$ cat src/rtl/video_timing_pkg.sv
// video_timing_pkg: shared raster constants, hve bit layout and standard video modes
package video_timing_pkg;
  localparam int COORD_W = 13;
  localparam int HVE_HS = 2;
  localparam int HVE_VS = 1;
  localparam int HVE_DE = 0;
  typedef struct packed {
    int active;
    int fp;
    int sync;
    int bp;
  } axis_timing_t;
  typedef struct packed {
    axis_timing_t h;
    axis_timing_t v;
    bit hs_pol;
    bit vs_pol;
  } video_mode_t;
  localparam video_mode_t MODE_1280X1024 = '{
    h: '{1280, 48, 112, 248}, v: '{1024, 1, 3, 38}, hs_pol: 1'b1, vs_pol: 1'b1};
  localparam video_mode_t MODE_1280X720 = '{
    h: '{1280, 110, 40, 220}, v: '{720, 5, 5, 20}, hs_pol: 1'b1, vs_pol: 1'b1};
  localparam video_mode_t MODE_640X480 = '{
    h: '{640, 16, 96, 48}, v: '{480, 10, 2, 33}, hs_pol: 1'b0, vs_pol: 1'b0};
  function automatic int axis_total(axis_timing_t a);
    return a.active + a.fp + a.sync + a.bp;
  endfunction
endpackage

$ cat src/rtl/video_timing_gen_axis.sv
// raster_axis_counter: one raster axis; registered signed coordinate plus next-state sync/active flags
module raster_axis_counter
  import video_timing_pkg::*;
#(
  parameter int ACTIVE = 1280,
  parameter int FP     = 48,
  parameter int SYNC   = 112,
  parameter int BP     = 248,
  parameter bit POL    = 1'b1
) (
  input  logic               clk,
  input  logic               reset,
  input  logic               advance,
  output logic [COORD_W-1:0] coord,
  output logic               sync,
  output logic               active,
  output logic               wrap
);
  localparam int BLANK = FP + SYNC + BP;
  localparam logic signed [COORD_W-1:0] FIRST   = COORD_W'(-BLANK);
  localparam logic signed [COORD_W-1:0] LAST    = COORD_W'(ACTIVE - 1);
  localparam logic signed [COORD_W-1:0] SYNC_LO = COORD_W'(FP - BLANK);
  localparam logic signed [COORD_W-1:0] SYNC_HI = COORD_W'(FP + SYNC - 1 - BLANK);
  if (ACTIVE + BLANK > 4095 || ACTIVE < 1 || FP < 1 || SYNC < 1 || BP < 1) begin : g_bad_params
    $error("raster_axis_counter: illegal timing ACTIVE=%0d FP=%0d SYNC=%0d BP=%0d", ACTIVE, FP, SYNC, BP);
  end
  logic signed [COORD_W-1:0] coord_d, coord_q;
  logic in_sync;
  always_comb begin
    wrap    = advance && coord_q == LAST;
    coord_d = (reset || wrap) ? FIRST : advance ? coord_q + COORD_W'(1) : coord_q;
    in_sync = coord_d >= SYNC_LO && coord_d <= SYNC_HI;
    sync    = in_sync ? POL : ~POL;
    active  = ~coord_d[COORD_W-1];
  end
  always_ff @(posedge clk) coord_q <= coord_d;
  assign coord = coord_q;
endmodule

$ cat src/rtl/video_timing_gen.sv
// video_timing_gen: free-running raster timing source with registered hve, coordinates, start pulses and frame count
module video_timing_gen
  import video_timing_pkg::*;
#(
  parameter int H_ACTIVE = MODE_1280X1024.h.active,
  parameter int H_FP     = MODE_1280X1024.h.fp,
  parameter int H_SYNC   = MODE_1280X1024.h.sync,
  parameter int H_BP     = MODE_1280X1024.h.bp,
  parameter int V_ACTIVE = MODE_1280X1024.v.active,
  parameter int V_FP     = MODE_1280X1024.v.fp,
  parameter int V_SYNC   = MODE_1280X1024.v.sync,
  parameter int V_BP     = MODE_1280X1024.v.bp,
  parameter bit HS_POL   = MODE_1280X1024.hs_pol,
  parameter bit VS_POL   = MODE_1280X1024.vs_pol
) (
  input  logic               hdmi_clk,
  input  logic               reset,
  output logic [2:0]         o_hve,
  output logic [COORD_W-1:0] o_x,
  output logic [COORD_W-1:0] o_y,
  output logic               o_line_start,
  output logic               o_frame_start,
  output logic [15:0]        o_frame_count
);
  logic run_d, run_q;
  logic h_sync, h_active, h_wrap;
  logic v_sync, v_active, v_wrap;
  logic line_start_d, line_start_q, frame_start_d, frame_start_q;
  logic [2:0] hve_d, hve_q;
  logic [15:0] frame_count_d, frame_count_q;
  raster_axis_counter #(
    .ACTIVE(H_ACTIVE), .FP(H_FP), .SYNC(H_SYNC), .BP(H_BP), .POL(HS_POL)
  ) u_h (
    .clk(hdmi_clk), .reset(reset), .advance(run_q),
    .coord(o_x), .sync(h_sync), .active(h_active), .wrap(h_wrap)
  );
  raster_axis_counter #(
    .ACTIVE(V_ACTIVE), .FP(V_FP), .SYNC(V_SYNC), .BP(V_BP), .POL(VS_POL)
  ) u_v (
    .clk(hdmi_clk), .reset(reset), .advance(h_wrap),
    .coord(o_y), .sync(v_sync), .active(v_active), .wrap(v_wrap)
  );
  always_comb begin
    run_d         = ~reset;
    line_start_d  = ~reset & (h_wrap | ~run_q);
    frame_start_d = ~reset & (v_wrap | ~run_q);
    frame_count_d = reset ? 16'd0 : frame_count_q + 16'(v_wrap);
    hve_d         = '0;
    hve_d[HVE_HS] = h_sync;
    hve_d[HVE_VS] = v_sync;
    hve_d[HVE_DE] = h_active & v_active;
  end
  always_ff @(posedge hdmi_clk) begin
    run_q         <= run_d;
    line_start_q  <= line_start_d;
    frame_start_q <= frame_start_d;
    frame_count_q <= frame_count_d;
    hve_q         <= hve_d;
  end
  assign o_hve         = hve_q;
  assign o_line_start  = line_start_q;
  assign o_frame_start = frame_start_q;
  assign o_frame_count = frame_count_q;
endmodule
$ cat config.mk
export PLATFORM = sky130hd
export DESIGN_NAME = video_timing_gen
export DESIGN_NICKNAME = d
export VERILOG_FILES = /design/src/rtl/video_timing_pkg.sv /design/src/rtl/video_timing_gen_axis.sv /design/src/rtl/video_timing_gen.sv
export SDC_FILE = /design/constraint.sdc
export NUM_CORES = 1
export LEC_CHECK = 0
export BUFFER_PORTS_ARGS = -buffer_cell sky130_fd_sc_hd__buf_2
export CORE_ASPECT_RATIO = 0.5
export CORE_MARGIN = 2
export CORE_UTILIZATION = 45
export DETAILED_ROUTE_END_ITERATION = 8
export GPL_TIMING_DRIVEN = 0
export HOLD_SLACK_MARGIN = 0.08
export PLACE_DENSITY = 0.67
export SYNTH_ARGS = -nofsm -noshare
export SYNTH_HDL_FRONTEND = slang
export SYNTH_HIERARCHICAL = 1
export SYNTH_SLANG_ARGS = --single-unit
$ cat constraint.sdc
create_clock -name hdmi_clk -period 4.9 [get_ports hdmi_clk]
set_clock_uncertainty 0.2 [all_clocks]
set_input_delay 1.47 -clock hdmi_clk [delete_from_list [all_inputs] [get_ports hdmi_clk]]
set_output_delay 1.47 -clock hdmi_clk [all_outputs]
set_load 0.01 [all_outputs]
==> results.md <==
* Status: completed
* Global-route wire length before repair at 9.51 mm
* CP bufs+invs at 0
* Synthesis-to-layout area growth at 19.9%
* Crit Path Max Fanout at 7
* Die Width at 111 µm
* Worst EP arrival at 4.25 ns
* CTS Buffer Depth at 2
* Hold Buf Count CTS at 0
* Gr ovfl total at 0
* Dpl hpwl at 4.17 mm
* Gate Count Post-Synth at 294
* Cell mode on critical path: ha_1
* HP Class: reg -> reg
* Cts repair resizes at 0
* CTS H-tree depth at 2
* Num Clock Sinks at 48
* CTS tree: built
* Final hold vios at 0
* Core area at 5520 µm²
* Total of max-cap violations at 0
* RSZ-0062 raised after global routing: no
* Final Max Slew Viols at 0
* GRT Total Usage at 18.5%
* Measured slew at the worst slew-check pin at 0.498 ns
* Clock Pin Slew Worst Setup and Hold Paths at 0.06 ns
* Placer Congestion at 0.885
* Post-DR wirelength/cell at 13.3 µm
* Setup Crit Path Kind: reg -> reg
* Setup-failing EPs final at 0
* Post-synth EDFFs at 0
* Slowest CP cell: or4_4
* Fin crit share at 87.2%
* Seq/Total Area, Yosys at 37.2%
* Post CTS Setup Buffer Count at 0
* Nets at 356
* Antenna cells at 0
* Die ar. at 6390 µm²
* Syn_area_per_cell at 8.78 µm²
* Post-synth ARST share at 0%
* Setup crit start kind: flip-flop
* Synth unique cells at 57
* Synth Warn # at 6
* Share of layout cells above drive strength 1 at 25.4%
* Drt drc at 0
* Leakage power at 1.21 nW
* Rows at 19
* Period minus WS final at 4.27 ns
* Worst-Skew Late Latency at 0.28 ns
* Average vias per placed instance at 5.38
* Crit path max-delay family: simple AND/OR/NAND/NOR gates
* Most used DFF post-synth: dfxtp_1
* Largest net degree at the start of global routing at 15
* Drt pass-1 iters at 4
* Final setup TNS at 0 ns
* Ports at 49
* VDD IR max at 0.191 mV
* Slew HR at 66.8%
* Die Ht at 57.5 µm
* Final WL at 5.63 mm
* Port bufs at 48
* Synthesized Nets at 301
* Final core utilization at 56.1%
* Worst path max stage delay at 0.62 ns
* Pwr Density at 268 nW/µm²
* Worst Path Required at 4.87 ns
* Fmax at 234 MHz
* Iter 0 DRT Violations at 115
* Antenna violations before repair at 0
* Starting Density at 46.8%
* Kind of end point of the critical path: flip-flop
* Vias in the first global route at 2084
* CP Cell Sequence: ha_1 > nand2_1 > or4_4 > nor2_4 > and3_1 > and3_4 > and2_2 > ha_1 > ha_1 > nand3_2 > nor4_1 > mux2_2
* Clk root buf: clkbuf_16
* Fillers at 518
* Power, Total at 0.830 mW
* Vias at 2276
* Netlist Area Pre-Place at 2580 µm²
* Routed Antenna Nets at 0
* Flop2flop setup slack at 0.63 ns
* TritonCTS Buffers at 5
* Flops & latches, synth at 48
-- through the flow --
stage | worst slack (ns) | cells | cell area [µm²] | hold slack (ns)
floorplan | 1.18 | 294 | 2580 | 0.224
global placement | 0.754 | 415 | 2910 | 0.247
detailed placement | 0.721 | 415 | 2910 | 0.247
CTS | 0.671 | 423 | 3090 | 0.254
global route | 0.430 | 423 | 3090 | 0.286
finish | 0.626 | 423 | 3090 | 0.256
-- routing by layer --
metal  up-vias  GRT usage (%)  part of all wire, %
li1       1159              -                    -
met1      1069           23.5                   48
met2        42           31.6                   47
met3         6           5.10                  4.1
met4         0           5.11                 0.85
met5         -              0                    0
-- cell usage after synthesis, types with 2 or more instances --
master | number | area share (%)
ha_1 | 5 | 2.4
nor3_2 | 2 | 0.78
nand4_2 | 3 | 1.5
inv_1 | 8 | 1.2
and3_1 | 4 | 0.97
clkbuf_1 | 3 | 0.44
nor4_1 | 7 | 1.7
nor2b_1 | 8 | 1.9
and3_4 | 2 | 0.87
mux2_1 | 3 | 1.3
and4_1 | 2 | 0.68
o31ai_1 | 2 | 0.58
or3_1 | 5 | 1.2
and2_1 | 3 | 0.73
nand3_2 | 2 | 0.78
mux2_2 | 3 | 1.3
xnor2_1 | 12 | 4.1
nand2_1 | 27 | 3.9
nor2_1 | 25 | 3.6
a31oi_1 | 3 | 0.73
or4_1 | 2 | 0.58
o21ai_0 | 11 | 2.1
nand4_1 | 10 | 2.4
nand4b_1 | 2 | 0.68
buf_6 | 3 | 1.3
nand2b_1 | 7 | 1.7
nor3_1 | 11 | 2.1
mux2i_1 | 3 | 1.2
nand3_1 | 12 | 2.3
a21oi_1 | 12 | 2.3
dfxtp_1 | 48 | 37
xor2_1 | 14 | 4.8
buf_2 | 5 | 0.97
and4b_1 | 2 | 0.78
-- layout by cell type, fill, tap and decap left out, types with 7 or more instances in the layout --
cell type / count
dfxtp_1: 48
nor2b_1: 8
nor4_1: 7
nor2_1: 25
inv_1: 8
nand3_1: 12
buf_2: 53
nand2b_1: 7
nand4_1: 10
xnor2_1: 12
nor3_1: 11
nand2_1: 27
o21ai_0: 11
a21oi_1: 12
xor2_1: 14
-- kinds of logic after synthesis --
logic type / count (synthesis) / synth area share (%)
flops: 48 / 37.2
xor+xnor: 26 / 8.83
simple gates: 147 / 33.1
buf+inv: 20 / 4.17
fa+ha+maj: 5 / 2.42
compound gates: 38 / 9.60
mux: 10 / 4.66
-- flip-flops by register name, summed over array words and instances, names as in the netlist --
signal and cells:
o_frame_count 16, o_hve 3, u_v/coord 13, u_h/coord 13
o_line_start 1, run_q 1, o_frame_start 1
-- worst register-to-register path, cell delays in order (launching register included) --
cell	delay, ns
dfxtp_1	0.44
ha_1	0.29
nand2_1	0.21
or4_4	0.62
nor2_4	0.18
and3_1	0.30
and3_4	0.27
and2_2	0.25
ha_1	0.23
ha_1	0.24
nand3_2	0.18
nor4_1	0.38
mux2_2	0.37
-- path summary, 6_finish.rpt --
| check | from | endpoint | depth (start not counted) |
|---|---|---|---|
| worst max-delay path | u_h/coord[0] | o_frame_count[14] | 12 |
| worst min-delay path | run_q | o_line_start | 1 |
| worst max register to register | u_h/coord[0] | o_frame_count[14] | 12 |
| worst min register to register | run_q | o_line_start | 1 |
-- cell type report --
class / instances / area (µm²) / share of cell area, %
timing repair buffer: 48 / 240 / 7.76
tap: 73 / 91.3 / 2.95
sequential: 48 / 961 / 31.1
clock buffer: 7 / 153 / 4.93
inverter: 8 / 30.0 / 0.970
buffer: 12 / 77.6 / 2.51
multi-input combinational: 226 / 1510 / 48.8
clock inverter: 1 / 30.0 / 0.970
-- power breakdown --
group          internal [mW]  switching (mW)
logic                0.00822          0.0155
registers              0.393         0.00343
clock network          0.269           0.141
Power figures use the tool's default switching activity.
